File: src/rtl/crypto_key_loader.sv
// Byte-stream key loader: collects low/high key bytes plus a check byte, verifies it,
// and emits a single registered write strobe toward the key store before optionally locking.
module crypto_key_loader #(
  parameter int                 BYTE_W       = 8,
  parameter int                 KEY_W        = 2 * BYTE_W,
  parameter logic [BYTE_W-1:0]  CHK_CONST    = 8'hA5,
  parameter bit                 LOCK_ON_LOAD = 1'b1,
  parameter int unsigned        MAX_FAIL     = 3
) (
  input  logic              clk,
  input  logic              reset,
  input  logic [BYTE_W-1:0] byte_in,
  input  logic              byte_valid,
  output logic              byte_ready,
  input  logic              clear,
  output logic [KEY_W-1:0]  key_data,
  output logic              key_write_en,
  output logic              locked,
  output logic              error,
  output logic [3:0]        fail_cnt
);

  localparam logic [3:0] MAX_FAIL_C = 4'(MAX_FAIL);

  typedef enum logic [2:0] {
    S_IDLE,
    S_GOT_LO,
    S_GOT_HI,
    S_WRITE,
    S_LOCKED
  } state_t;

  state_t             state_q, state_d;
  logic [BYTE_W-1:0]  lo_q, lo_d;
  logic [BYTE_W-1:0]  hi_q, hi_d;
  logic [KEY_W-1:0]   key_data_q, key_data_d;
  logic               key_write_en_q, key_write_en_d;
  logic               error_q, error_d;
  logic [3:0]         fail_cnt_q, fail_cnt_d;
  logic               accept;
  logic [3:0]         fail_inc;

  assign byte_ready = !reset &&
                      ((state_q == S_IDLE) || (state_q == S_GOT_LO) || (state_q == S_GOT_HI));
  assign accept     = byte_valid && byte_ready;
  assign fail_inc   = (fail_cnt_q < MAX_FAIL_C) ? (fail_cnt_q + 4'd1) : fail_cnt_q;

  always_comb begin
    state_d        = state_q;
    lo_d           = lo_q;
    hi_d           = hi_q;
    key_data_d     = '0;
    key_write_en_d = 1'b0;
    error_d        = error_q;
    fail_cnt_d     = fail_cnt_q;

    case (state_q)
      S_IDLE, S_GOT_LO, S_GOT_HI: begin
        // clear wins over a byte presented in the same cycle
        if (clear) begin
          state_d = S_IDLE;
          lo_d    = '0;
          hi_d    = '0;
        end else if (accept) begin
          case (state_q)
            S_IDLE: begin
              lo_d    = byte_in;
              state_d = S_GOT_LO;
            end
            S_GOT_LO: begin
              hi_d    = byte_in;
              state_d = S_GOT_HI;
            end
            default: begin
              if (byte_in == (lo_q ^ hi_q ^ CHK_CONST)) begin
                key_write_en_d = 1'b1;
                key_data_d     = {hi_q, lo_q};
                state_d        = S_WRITE;
              end else begin
                error_d    = 1'b1;
                fail_cnt_d = fail_inc;
                lo_d       = '0;
                hi_d       = '0;
                state_d    = (fail_inc == MAX_FAIL_C) ? S_LOCKED : S_IDLE;
              end
            end
          endcase
        end
      end
      S_WRITE: begin
        // the strobe already went out; clear only redirects where we land afterwards
        lo_d    = '0;
        hi_d    = '0;
        state_d = (LOCK_ON_LOAD && !clear) ? S_LOCKED : S_IDLE;
      end
      S_LOCKED: begin
        state_d = S_LOCKED;
      end
      default: begin
        state_d = S_IDLE;
        lo_d    = '0;
        hi_d    = '0;
      end
    endcase
  end

  always_ff @(posedge clk) begin
    if (reset) begin
      state_q        <= S_IDLE;
      lo_q           <= '0;
      hi_q           <= '0;
      key_data_q     <= '0;
      key_write_en_q <= 1'b0;
      error_q        <= 1'b0;
      fail_cnt_q     <= 4'd0;
    end else begin
      state_q        <= state_d;
      lo_q           <= lo_d;
      hi_q           <= hi_d;
      key_data_q     <= key_data_d;
      key_write_en_q <= key_write_en_d;
      error_q        <= error_d;
      fail_cnt_q     <= fail_cnt_d;
    end
  end

  assign key_data     = key_data_q;
  assign key_write_en = key_write_en_q;
  assign locked       = (state_q == S_LOCKED);
  assign error        = error_q;
  assign fail_cnt     = fail_cnt_q;

endmodule
File: config.mk
export PLATFORM = sky130hd
export DESIGN_NAME = crypto_key_loader
export DESIGN_NICKNAME = d
export VERILOG_FILES = /design/src/rtl/crypto_key_loader.sv
export SDC_FILE = /design/constraint.sdc
export NUM_CORES = 1
export LEC_CHECK = 0
export ABC_AREA = 1
export CAP_MARGIN = 5
export CORE_MARGIN = 3
export CORE_UTILIZATION = 46
export DETAILED_ROUTE_END_ITERATION = 10
export GPL_TIMING_DRIVEN = 0
export PLACE_DENSITY = 0.86
export SLEW_MARGIN = 25
export SYNTH_ARGS = -nofsm -noshare
export SYNTH_HDL_FRONTEND = slang
export SYNTH_SLANG_ARGS = --single-unit
File: constraint.sdc
create_clock -name clk -period 1.63 [get_ports clk]
set_clock_uncertainty 0.2 [all_clocks]
set_input_delay 0.4075 -clock clk [delete_from_list [all_inputs] [get_ports clk]]
set_output_delay 0.4075 -clock clk [all_outputs]
set_load 0.02 [all_outputs]
==> results by group <==
Clock tree
  • Hold-fix buffers, CTS: 0
  • H-tree depth: 2
  • CTS Buf Count: 5
  • Clock Path Buffers: 2
  • Worst-Skew Late Latency: 0.31 ns
  • Root buffer cell: clkbuf_8
  • Clock slew at reported path FFs: 0.09 ns
  • CTS Sinks: 41
  • Clock tree from TritonCTS: yes

Pwr
  • Power per cell area: 734 nW/µm²
  • Leak Pwr: 1.62 nW
  • Max VDD drop: 0.699 mV

Worst setup path
  • Reg-to-Reg Start: lo_q[2]
  • CP top delay family: simple AND/OR/NAND/NOR gates
  • Worst reg-to-reg setup slack: -0.45 ns
  • Critical Path RT: 1.67 ns
  • R2R cell count: 12
  • RR Endpoint: key_data[11]
  • Most used cell, CP: nand2_1
  • Worst path max stage delay: 0.41 ns
  • Max FO, Critical Path: 5
  • WP buf/inv: 3
  • Critical-path cell list: nand2_1 -> nand2_1 -> nand2_1 -> nand2_1 -> nand2_1 -> nor2_4 -> nand2_2 -> buf_12 -> nor3_4 -> inv_4 -> buf_12 -> nor2_4
  • CP Class: reg2reg
  • Startpoint Class: flop
  • Slowest-stage cell, CP: dfxtp_2
  • Critical Path AT: 2.13 ns
  • Critical Path Sink Type: flop

Drt
  • Via Count: 2569
  • Drt first pass iters: 5
  • Final Routed Wirelength: 9080 µm
  • Wire per inst: 21.2 µm
  • Number of DRC markers in iteration 0: 377
  • Drt drc: 0
  • ANT nets after route: 0
  • DR vias/cell: 5.99

Logic synthesis
  • Synth Register Bits: 41
  • Synth top area share: 0.429
  • Post-synth EDFFs: 0
  • Avg Inst Size Synth: 6.72 µm²
  • Synth cell types: 24
  • Top post-synthesis cells by area: dfxtp_1 (43%), nand2_1 (16%), nor2_1 (13%)
  • Syn_nets: 298
  • Sequential area share after synthesis: 0.429
  • Asr flop ratio synth: 0
  • Most common cell in the netlist: nand2_1
  • Syn Inst Count: 285
  • Top post-synthesis cells by count: nand2_1 (83), nor2_1 (66), dfxtp_1 (41), inv_1 (27), inv_2 (14)
  • Ys flop type: dfxtp_1
  • Area leader, netlist: dfxtp_1
  • Post-Synthesis Cell Area: 1910 µm²
  • Yosys Warn Count: 0

Timing
  • Slew @ Worst Pin: 0.634 ns
  • Fraction of the cycle the final worst path needs: 1.28
  • Final setup fails: 41
  • Max Slew Vio Count: 0
  • PnR worst setup slack: -0.455 ns
  • Min Clock Period, post-route: 2.08 ns
  • Unrepaired setup endpoints after global routing: true
  • Slew Limit Headroom: 0.577
  • Final Hold Viols: 0
  • Max Fclk: 480 MHz
  • WHS: 0.285 ns

Floorplanning
  • Die width: 70.5 µm
  • Die height: 70.5 µm
  • CORE AREA: 3830 µm²
  • Full die area: 4970 µm²
  • # rows: 22
  • Starting density of the core: 0.500
  • Io pins: 36

Status
  • Failing checks: setup timing
  • Outcome: finished with violations

GRT
  • Vias in the first global route: 2286
  • M1 GR Usage: 0.284
  • Met2 usage: 0.457
  • Largest net degree at the start of global routing: 14
  • Global route total overflow: 0
  • First-pass GRT wire length: 10200 µm
  • Most Used Layer, Global Route: met2
  • Initial antenna violation count: 0
  • GR Util met3: 0.0504
  • Gr usage total: 0.258

Placed design
  • DP Worst Slack: -0.788 ns
  • DP HPWL: 3100 µm
  • RePlAce Congestion: 0.895
  • Port bufs: 35

Finish
  • Fin nets: 393
  • Layout Area Growth over Synthesis: 73.9%
  • Multi-input gate area: 1310 µm²
  • Final-layout fill cell count: 159
  • Sequential cell area: 855 µm²
  • Layout cells sized above 1: 0.570
  • Antenna fix cells: 0

Worst hold path
  • Worst hold path endpoint: key_data[15]
  • Min-Delay Startpoint: hi_q[7]
  • Cell depth of the worst hold path: 2
  • Hold Crit Class: reg2reg

Job
  • Max cap viols: 0
-- power by group --
part	total [W]	leakage [nW]	internal, W	switching [W]
Clock	0.000694	0.0439	0.000296	0.000397
Combinational	0.000672	1.24	0.000270	0.000402
Sequential	0.00108	0.342	0.00104	0.0000418
Total	0.00245	1.62	0.00160	0.000841
-- stage by stage --
stage / total power, W / TNS (ns) / util / cells / area (µm²)
after floorplan: 0.00132 / -1.60 / - / 285 / 1930
after global placement: 0.00141 / -26.62 / 0.613 / 368 / 2340
after detailed placement: 0.00142 / -27.56 / 0.613 / 368 / 2340
after CTS: 0.00218 / -4.26 / 0.738 / 406 / 2820
after global routing: 0.00250 / -18.89 / 0.870 / 429 / 3330
final: 0.00245 / -14.67 / 0.870 / 429 / 3330
-- worst min-delay path, stage by stage, from the launching register on --
cell     delay [ns]
dfxtp_2        0.34
inv_4          0.07
nor2_4         0.03
-- placed cells by master, fill, tap and decap left out, drive strengths merged --
| cell type | synthesis | final |
|---|---|---|
| nand2 | 89 | 89 |
| nor2 | 69 | 69 |
| buf | 4 | 59 |
| inv | 42 | 42 |
| dfxtp | 41 | 41 |
| dlygate4sd2 | 0 | 27 |
| nand3 | 15 | 15 |
| a21oi | 11 | 11 |
| clkbuf | 2 | 10 |
| nand4 | 5 | 5 |
| clkinv | 0 | 2 |
| o21ai | 2 | 2 |
| clkdlybuf4s15 | 0 | 2 |
| nor3 | 1 | 1 |
| o31ai | 1 | 1 |
| a211oi | 1 | 1 |
| xor2 | 1 | 1 |
| ha | 1 | 1 |
| clkinvlp | 0 | 1 |
| clkdlybuf4s50 | 0 | 1 |
-- how the worst max path moves through the flow --
stage / to / slack (ns) / depth (start not counted) / startpoint
3_3_place_gp: hi_q[3] / -0.76 / 14 / byte_in[6]
2_1_floorplan: lo_q[0] / -0.13 / 13 / state_q[2]
3_5_place_dp: hi_q[2] / -0.79 / 14 / byte_in[6]
4_1_cts: lo_q[6] / -0.21 / 13 / state_q[1]
6_report: key_data[11] / -0.45 / 12 / lo_q[2]
5_1_grt: key_data[11] / -0.58 / 12 / lo_q[2]
-- per-layer routing --
| metal | vias up | share of wire |
|---|---|---|
| met3 | 71 | 0.11 |
| met5 | - | 0 |
| met1 | 1195 | 0.35 |
| met2 | 245 | 0.48 |
| li1 | 1058 | - |
| met4 | 0 | 0.063 |
-- cell families (layout without fill, tap and decap cells) --
kind of cell | Yosys count | in the layout | share of synthesized area
simple gates | 179 | 179 | 0.414
fa+ha+maj | 1 | 1 | 0.00653
buf+inv | 48 | 144 | 0.105
compound gates | 15 | 15 | 0.0418
xor+xnor | 1 | 1 | 0.00458
flops | 41 | 41 | 0.429
-- layout make-up --
cell class	instances	share of cell area
Inverter	42	0.0511
Clock buffer	5	0.0207
Sequential cell	41	0.257
Clock inverter	3	0.00526
Timing Repair Buffer	88	0.236
Multi-Input combinational cell	196	0.392
Tap cell	48	0.0180
Buffer	6	0.0199
-- sequential cells by signal, summed over array words and instances, names as in the netlist, named ones only --
signal        count
hi_q              8
state_q           3
lo_q              8
key_write_en      1
error             1
fail_cnt          2
key_data         16
-- repair_timing --
action / in CTS / in global routing
buffers inserted: 29 / 24
gates resized for setup: 121 / 103
setup endpoints to repair: 63 / 41
cloned: 2 / 1
pin swaps: 12 / 35
Power figures use the tool's default switching activity.
